### src/rtl/ahb_master_mux.sv
// Two-master AHB-lite multiplexer: SoC core (M0) and UART bridge (M1) share one slave bus.
// Ownership follows HMSEL; hand-overs happen only at idle boundaries, through one IDLE gap cycle.
module ahb_master_mux #(
  parameter int ADDR_W      = 32,
  parameter int DATA_W      = 32,
  parameter bit RESET_OWNER = 1'b0
) (
  input  logic              HCLK,
  input  logic              PORESET,
  input  logic [1:0]        HMSEL,
  input  logic [ADDR_W-1:0] M0_HADDR,
  input  logic [2:0]        M0_HSIZE,
  input  logic [1:0]        M0_HTRANS,
  input  logic              M0_HWRITE,
  input  logic [DATA_W-1:0] M0_HWDATA,
  output logic [DATA_W-1:0] M0_HRDATA,
  output logic              M0_HREADY,
  output logic              M0_HRESP,
  input  logic [ADDR_W-1:0] M1_HADDR,
  input  logic [2:0]        M1_HSIZE,
  input  logic [1:0]        M1_HTRANS,
  input  logic              M1_HWRITE,
  input  logic [DATA_W-1:0] M1_HWDATA,
  output logic [DATA_W-1:0] M1_HRDATA,
  output logic              M1_HREADY,
  output logic              M1_HRESP,
  output logic [ADDR_W-1:0] S_HADDR,
  output logic [2:0]        S_HSIZE,
  output logic [1:0]        S_HTRANS,
  output logic              S_HWRITE,
  output logic [DATA_W-1:0] S_HWDATA,
  input  logic [DATA_W-1:0] S_HRDATA,
  input  logic              S_HREADY,
  input  logic              S_HRESP
);

  typedef enum logic [1:0] {
    OWN0 = 2'd0,
    OWN1 = 2'd1,
    NONE = 2'd2,
    GAP  = 2'd3
  } state_t;

  localparam state_t     RESET_STATE = RESET_OWNER ? OWN1 : OWN0;
  localparam logic [1:0] HTRANS_IDLE = 2'b00;

  state_t state_q, state_d;
  logic   dvalid_q, dvalid_d;
  logic   downer_q, downer_d;
  logic   dwrite_q, dwrite_d;

  logic              req_vld;
  logic              req_sel;
  logic              aowner;
  logic              own_vld;
  logic [ADDR_W-1:0] a_haddr;
  logic [2:0]        a_hsize;
  logic [1:0]        a_htrans;
  logic              a_hwrite;
  logic              a_active;
  logic              a_m0, a_m1;
  logic              d_m0, d_m1;

  // HMSEL 1x means no master wants the bus.
  assign req_vld = ~HMSEL[1];
  assign req_sel = HMSEL[0];

  assign aowner  = (state_q == OWN1);
  assign own_vld = ~PORESET && ((state_q == OWN0) || (state_q == OWN1));

  always_comb begin
    a_haddr  = aowner ? M1_HADDR  : M0_HADDR;
    a_hsize  = aowner ? M1_HSIZE  : M0_HSIZE;
    a_htrans = aowner ? M1_HTRANS : M0_HTRANS;
    a_hwrite = aowner ? M1_HWRITE : M0_HWRITE;
  end

  // HTRANS[1] set means NONSEQ or SEQ, i.e. a real transfer in flight.
  assign a_active = a_htrans[1];

  always_ff @(posedge HCLK or posedge PORESET) begin
    if (PORESET) begin
      state_q  <= RESET_STATE;
      dvalid_q <= 1'b0;
      downer_q <= RESET_OWNER;
      dwrite_q <= 1'b0;
    end else begin
      state_q  <= state_d;
      dvalid_q <= dvalid_d;
      downer_q <= downer_d;
      dwrite_q <= dwrite_d;
    end
  end

  always_comb begin
    state_d  = state_q;
    S_HADDR  = '0;
    S_HSIZE  = '0;
    S_HTRANS = HTRANS_IDLE;
    S_HWRITE = 1'b0;
    if (own_vld) begin
      S_HADDR  = a_haddr;
      S_HSIZE  = a_hsize;
      S_HTRANS = a_htrans;
      S_HWRITE = a_hwrite;
    end
    case (state_q)
      OWN0, OWN1: begin
        // A granted address phase is never abandoned: leave only on an idle, accepted cycle.
        if (S_HREADY && !a_active && (!req_vld || (req_sel != aowner)))
          state_d = GAP;
      end
      NONE: begin
        if (req_vld && S_HREADY)
          state_d = GAP;
      end
      GAP: begin
        if (!req_vld)
          state_d = NONE;
        else
          state_d = req_sel ? OWN1 : OWN0;
      end
      default: state_d = RESET_STATE;
    endcase
  end

  always_comb begin
    dvalid_d = dvalid_q;
    downer_d = downer_q;
    dwrite_d = dwrite_q;
    if (S_HREADY) begin
      dvalid_d = own_vld && a_active;
      downer_d = aowner;
      dwrite_d = S_HWRITE;
    end
  end

  assign a_m0 = own_vld && !aowner;
  assign a_m1 = own_vld &&  aowner;
  assign d_m0 = dvalid_q && !downer_q;
  assign d_m1 = dvalid_q &&  downer_q;

  always_comb begin
    S_HWDATA = '0;
    if (dvalid_q && dwrite_q)
      S_HWDATA = downer_q ? M1_HWDATA : M0_HWDATA;

    M0_HRDATA = d_m0 ? S_HRDATA : '0;
    M1_HRDATA = d_m1 ? S_HRDATA : '0;
    M0_HRESP  = d_m0 && S_HRESP;
    M1_HRESP  = d_m1 && S_HRESP;
    M0_HREADY = (a_m0 || d_m0) && S_HREADY;
    M1_HREADY = (a_m1 || d_m1) && S_HREADY;

    // While reset is held the granted master sees a ready bus, the other stays stalled.
    if (PORESET) begin
      M0_HREADY = ~RESET_OWNER;
      M1_HREADY = RESET_OWNER;
    end
  end

endmodule

### config.mk
export PLATFORM = sky130hd
export DESIGN_NAME = ahb_master_mux
export DESIGN_NICKNAME = d
export VERILOG_FILES = /design/src/rtl/ahb_master_mux.sv
export SDC_FILE = /design/constraint.sdc
export NUM_CORES = 1
export LEC_CHECK = 0
export ABC_AREA = 1
export CORE_AREA = 2 2 124 126
export DETAILED_ROUTE_END_ITERATION = 16
export DIE_AREA = 0 0 126 128
export PLACE_DENSITY = 0.62
export SLEW_MARGIN = 5
export SYNTH_ARGS = -nofsm -noshare
export SYNTH_HDL_FRONTEND = slang
export SYNTH_SLANG_ARGS = --single-unit
export TNS_END_PERCENT = 1
### constraint.sdc
create_clock -name HCLK -period 2.06 [get_ports HCLK]
set_clock_uncertainty 0.05 [all_clocks]
set_input_delay 0.206 -clock HCLK [delete_from_list [all_inputs] [get_ports HCLK]]
set_output_delay 0.206 -clock HCLK [all_outputs]
set_load 0.005 [all_outputs]
==> impl_metrics.yaml, run 1 <==
outcome:
  outcome: "completed"
global_routing:
  grt_pass1_wl_mm: 17.8
  antenna_found_initial: 0
  grt_max_degree: 34
  grt_pass1_vias: 3274
  overflow: 0
  track_usage_pct: 13.7
worst_setup_path:
  worstSetupStartpointType: "flop"
  cp.arrival_ps: 1780
  crit_path_end_kind: "output port"
  critPathKind: "reg2out"
  crit_required_ps: 1800
  cp_max_fo: 22
  r2r_slack_ps: 640
place:
  portBuffers: 315
  place_congestion: 0.760
  place_area_sq_mm: 0.00509
  dpl.hpwl_mm: 9.97
sta:
  worst_pin_slew_ps: 345
  finalSetupViolCount: 0
  hold_viol: 0
  layout_min_cycle_time_ps: 2040
  slew_headroom_pct: 77.0
  fmax_ghz: 0.491
  slew_violations: 0
  fin_crit_sh_pct: 98.9
  rsz0062_at_grt: "true"
final_layout:
  final_area_sq_mm: 0.00525
  syn_to_final_growth_pct: 203
  drive_gt1_share_pct: 4.51
  insertedDiodeCount: 0
  nets: 867
synth:
  yosysSeqAreaShare_pct: 7.23
  synthCells: 383
  yosys.area_share.xor_xnor_pct: 0
  yosysWarnings: 0
  synth_compound_area_share_pct: 23.3
  synth_area_leaders: "nor2_1, nand2_1, o21ai_1"
  synth_seq_cells: 5
  synth.net_count: 561
  synth_area_sq_mm: 0.00173
  synthMuxAreaShare_pct: 0
  synth_top_family_by_area: "simple AND/OR/NAND/NOR gates"
  synth_simple_gate_area_share_pct: 50.4
  synth.avg_cell_area_sq_um: 4.52
  yosys.area.top_type: "nor2_1"
  synth_top_area_share_pct: 31.2
  synth_adder_area_share_pct: 0
  ys_types: 21
clocking:
  cts.sinks: 5
  clockBufferDepth: 2
  ctsHtreeMaxLevel: 1
  hold_buffers: 0
  clk_latency_ps: 230
  clkTransAtPathRegs_ps: 30
  cts_root_buffer: "clkbuf_16"
  cts_buffers: 3
  cts_tree: "yes"
floorplan:
  ios: 316
  die_area_sq_mm: 0.0161
  core_sq_mm: 0.0149
  die_w_um: 126
  die_y_um: 128
  row_count: 45
  start_util_pct: 11.6
detailed_routing:
  drt_first_pass_iters: 4
  drtIter0Drc: 128
  vias_per_cell: 3.93
  dr_total_vias: 3443
  wl_mm: 11.9
  postRouteAntennaNets: 0
  drc: 0
  wl_per_cell_um: 13.5
pwr:
  switchingPower_mw: 1.29
  power_frac_clock_pct: 10.8
  internal_power_mw: 1.67
  comb_power_share_pct: 82.3
  peakVddDrop_mv: 0.349
  finalPower_mw: 2.97
  seqPwrFrac_pct: 6.9
  power_leakage_nw: 2.49
  power.density_mw_per_mm2: 565
  switching_share_pct: 43.6
worst_hold_path:
  min_path_type: "in2async"
run:
  max_cap_violations: 0
==> per-layer routing <==
metal / global-route usage [%] / part of all wire, %
met5: 0 / 0
met3: 3.59 / 8.1
met1: 17.4 / 43
met2: 23.5 / 47
met4: 3.10 / 1.6
==> logic make-up after synthesis <==
group / Yosys count
and+or+nand+nor: 227
AOI/OAI and AO/OA: 79
buffers and inverters: 72
DFF: 5
==> path summary, 6_finish.rpt <==
check | startpoint | endpoint | cells past startpoint
worst max-delay path | downer_q$_DFFE_PP0P_ | S_HWDATA[12] | 4
worst min-delay path | PORESET | dvalid_q$_DFFE_PP0P_ | 3
worst max register to register | state_q[1]$_DFFE_PP0P_ | state_q[0]$_DFFE_PP0P_ | 9
worst min register to register | dwrite_q$_DFFE_PP0P_ | dwrite_q$_DFFE_PP0P_ | 2
max in group asynchronous | PORESET | downer_q$_DFFE_PP0P_ | 3
min in group HCLK | dwrite_q$_DFFE_PP0P_ | dwrite_q$_DFFE_PP0P_ | 2
==> power groups by stage <==
stage / registers (mW) / clock network (mW) / logic [mW]
6_report: 0.204 / 0.319 / 2.44
3_5_place_dp: 0.194 / 0 / 2.48
5_1_grt: 0.213 / 0.332 / 2.71
2_1_floorplan: 0.155 / 0 / 1.18
3_3_place_gp: 0.195 / 0 / 2.48
4_1_cts: 0.201 / 0.321 / 2.50
==> final cells by class <==
type | count | area (sq um)
inverter | 43 | 164
clock buffer | 4 | 78.8
sequential | 5 | 128
multi-input combinational | 306 | 1290
fill | 1611 | 9610
tap | 188 | 235
timing repair buffer | 330 | 3360
==> stage by stage <==
| stage | util, % | instances | hold slack, ps | worst slack [ps] | setup TNS (ps) |
|---|---|---|---|---|---|
| 2_1_floorplan | - | 383 | -58.6 | 835 | 0 |
| 3_3_place_gp | 34.3 | 871 | 421 | -87.1 | -1470 |
| 3_5_place_dp | 34.3 | 871 | 428 | -80.8 | -1580 |
| 4_1_cts | 34.9 | 876 | 146 | -29.2 | -29.2 |
| 5_1_grt | 35.3 | 876 | 185 | -54.9 | -146 |
| 6_report | 35.3 | 876 | 152 | 23.2 | 0 |
==> synth_stat cells, drive strengths merged <==
| cell | number |
|---|---|
| a211oi | 1 |
| a21oi | 35 |
| nor2 | 145 |
| dfrtp | 5 |
| nand3b | 1 |
| clkbuf | 5 |
| inv | 43 |
| nand3 | 3 |
| o21ai | 42 |
| o22ai | 1 |
| buf | 24 |
| nand2 | 78 |
==> worst max-delay path, stage by stage (launching register included) <==
cell and delay (ps):
dfrtp_2 400, buf_4 280, nand2_1 80, a21oi_1 220
clkdlybuf4s50_1 560
==> cell usage in the layout, fill, tap and decap left out, drive strengths merged <==
| master | n |
|---|---|
| o22ai | 1 |
| dfrtp | 5 |
| a21oi | 35 |
| buf | 15 |
| o21ai | 42 |
| nand2 | 78 |
| clkdlybuf4s50 | 295 |
| nand3 | 3 |
| dlymetal6s2s | 19 |
| nand3b | 1 |
| inv | 43 |
| dlygate4sd2 | 1 |
| clkbuf | 4 |
| nor2 | 145 |
| a211oi | 1 |
==> repair_timing <==
action | in CTS | in global routing
resized for setup | 4 | 24
setup buffers | 1 | 0
pin swaps | 1 | 0
endpoints found under the setup margin | 43 | 56
==> flip-flops by register name (all words and copies together) (netlist names) <==
signal    flops
dvalid_q      1
state_q       2
dwrite_q      1
downer_q      1
(Power assumes the default switching activity.)
==> run 2: changes to the inputs <==
--- a/config.mk
+++ b/config.mk
@@ -10,7 +10,7 @@
 export DETAILED_ROUTE_END_ITERATION = 16
 export DIE_AREA = 0 0 126 128
 export PLACE_DENSITY = 0.62
-export SLEW_MARGIN = 5
+export SLEW_MARGIN = 40
 export SYNTH_ARGS = -nofsm -noshare
 export SYNTH_HDL_FRONTEND = slang
 export SYNTH_SLANG_ARGS = --single-unit
==> results of run 2 <==
No change in the layout: final DEF, timing and power equal those of run 1.
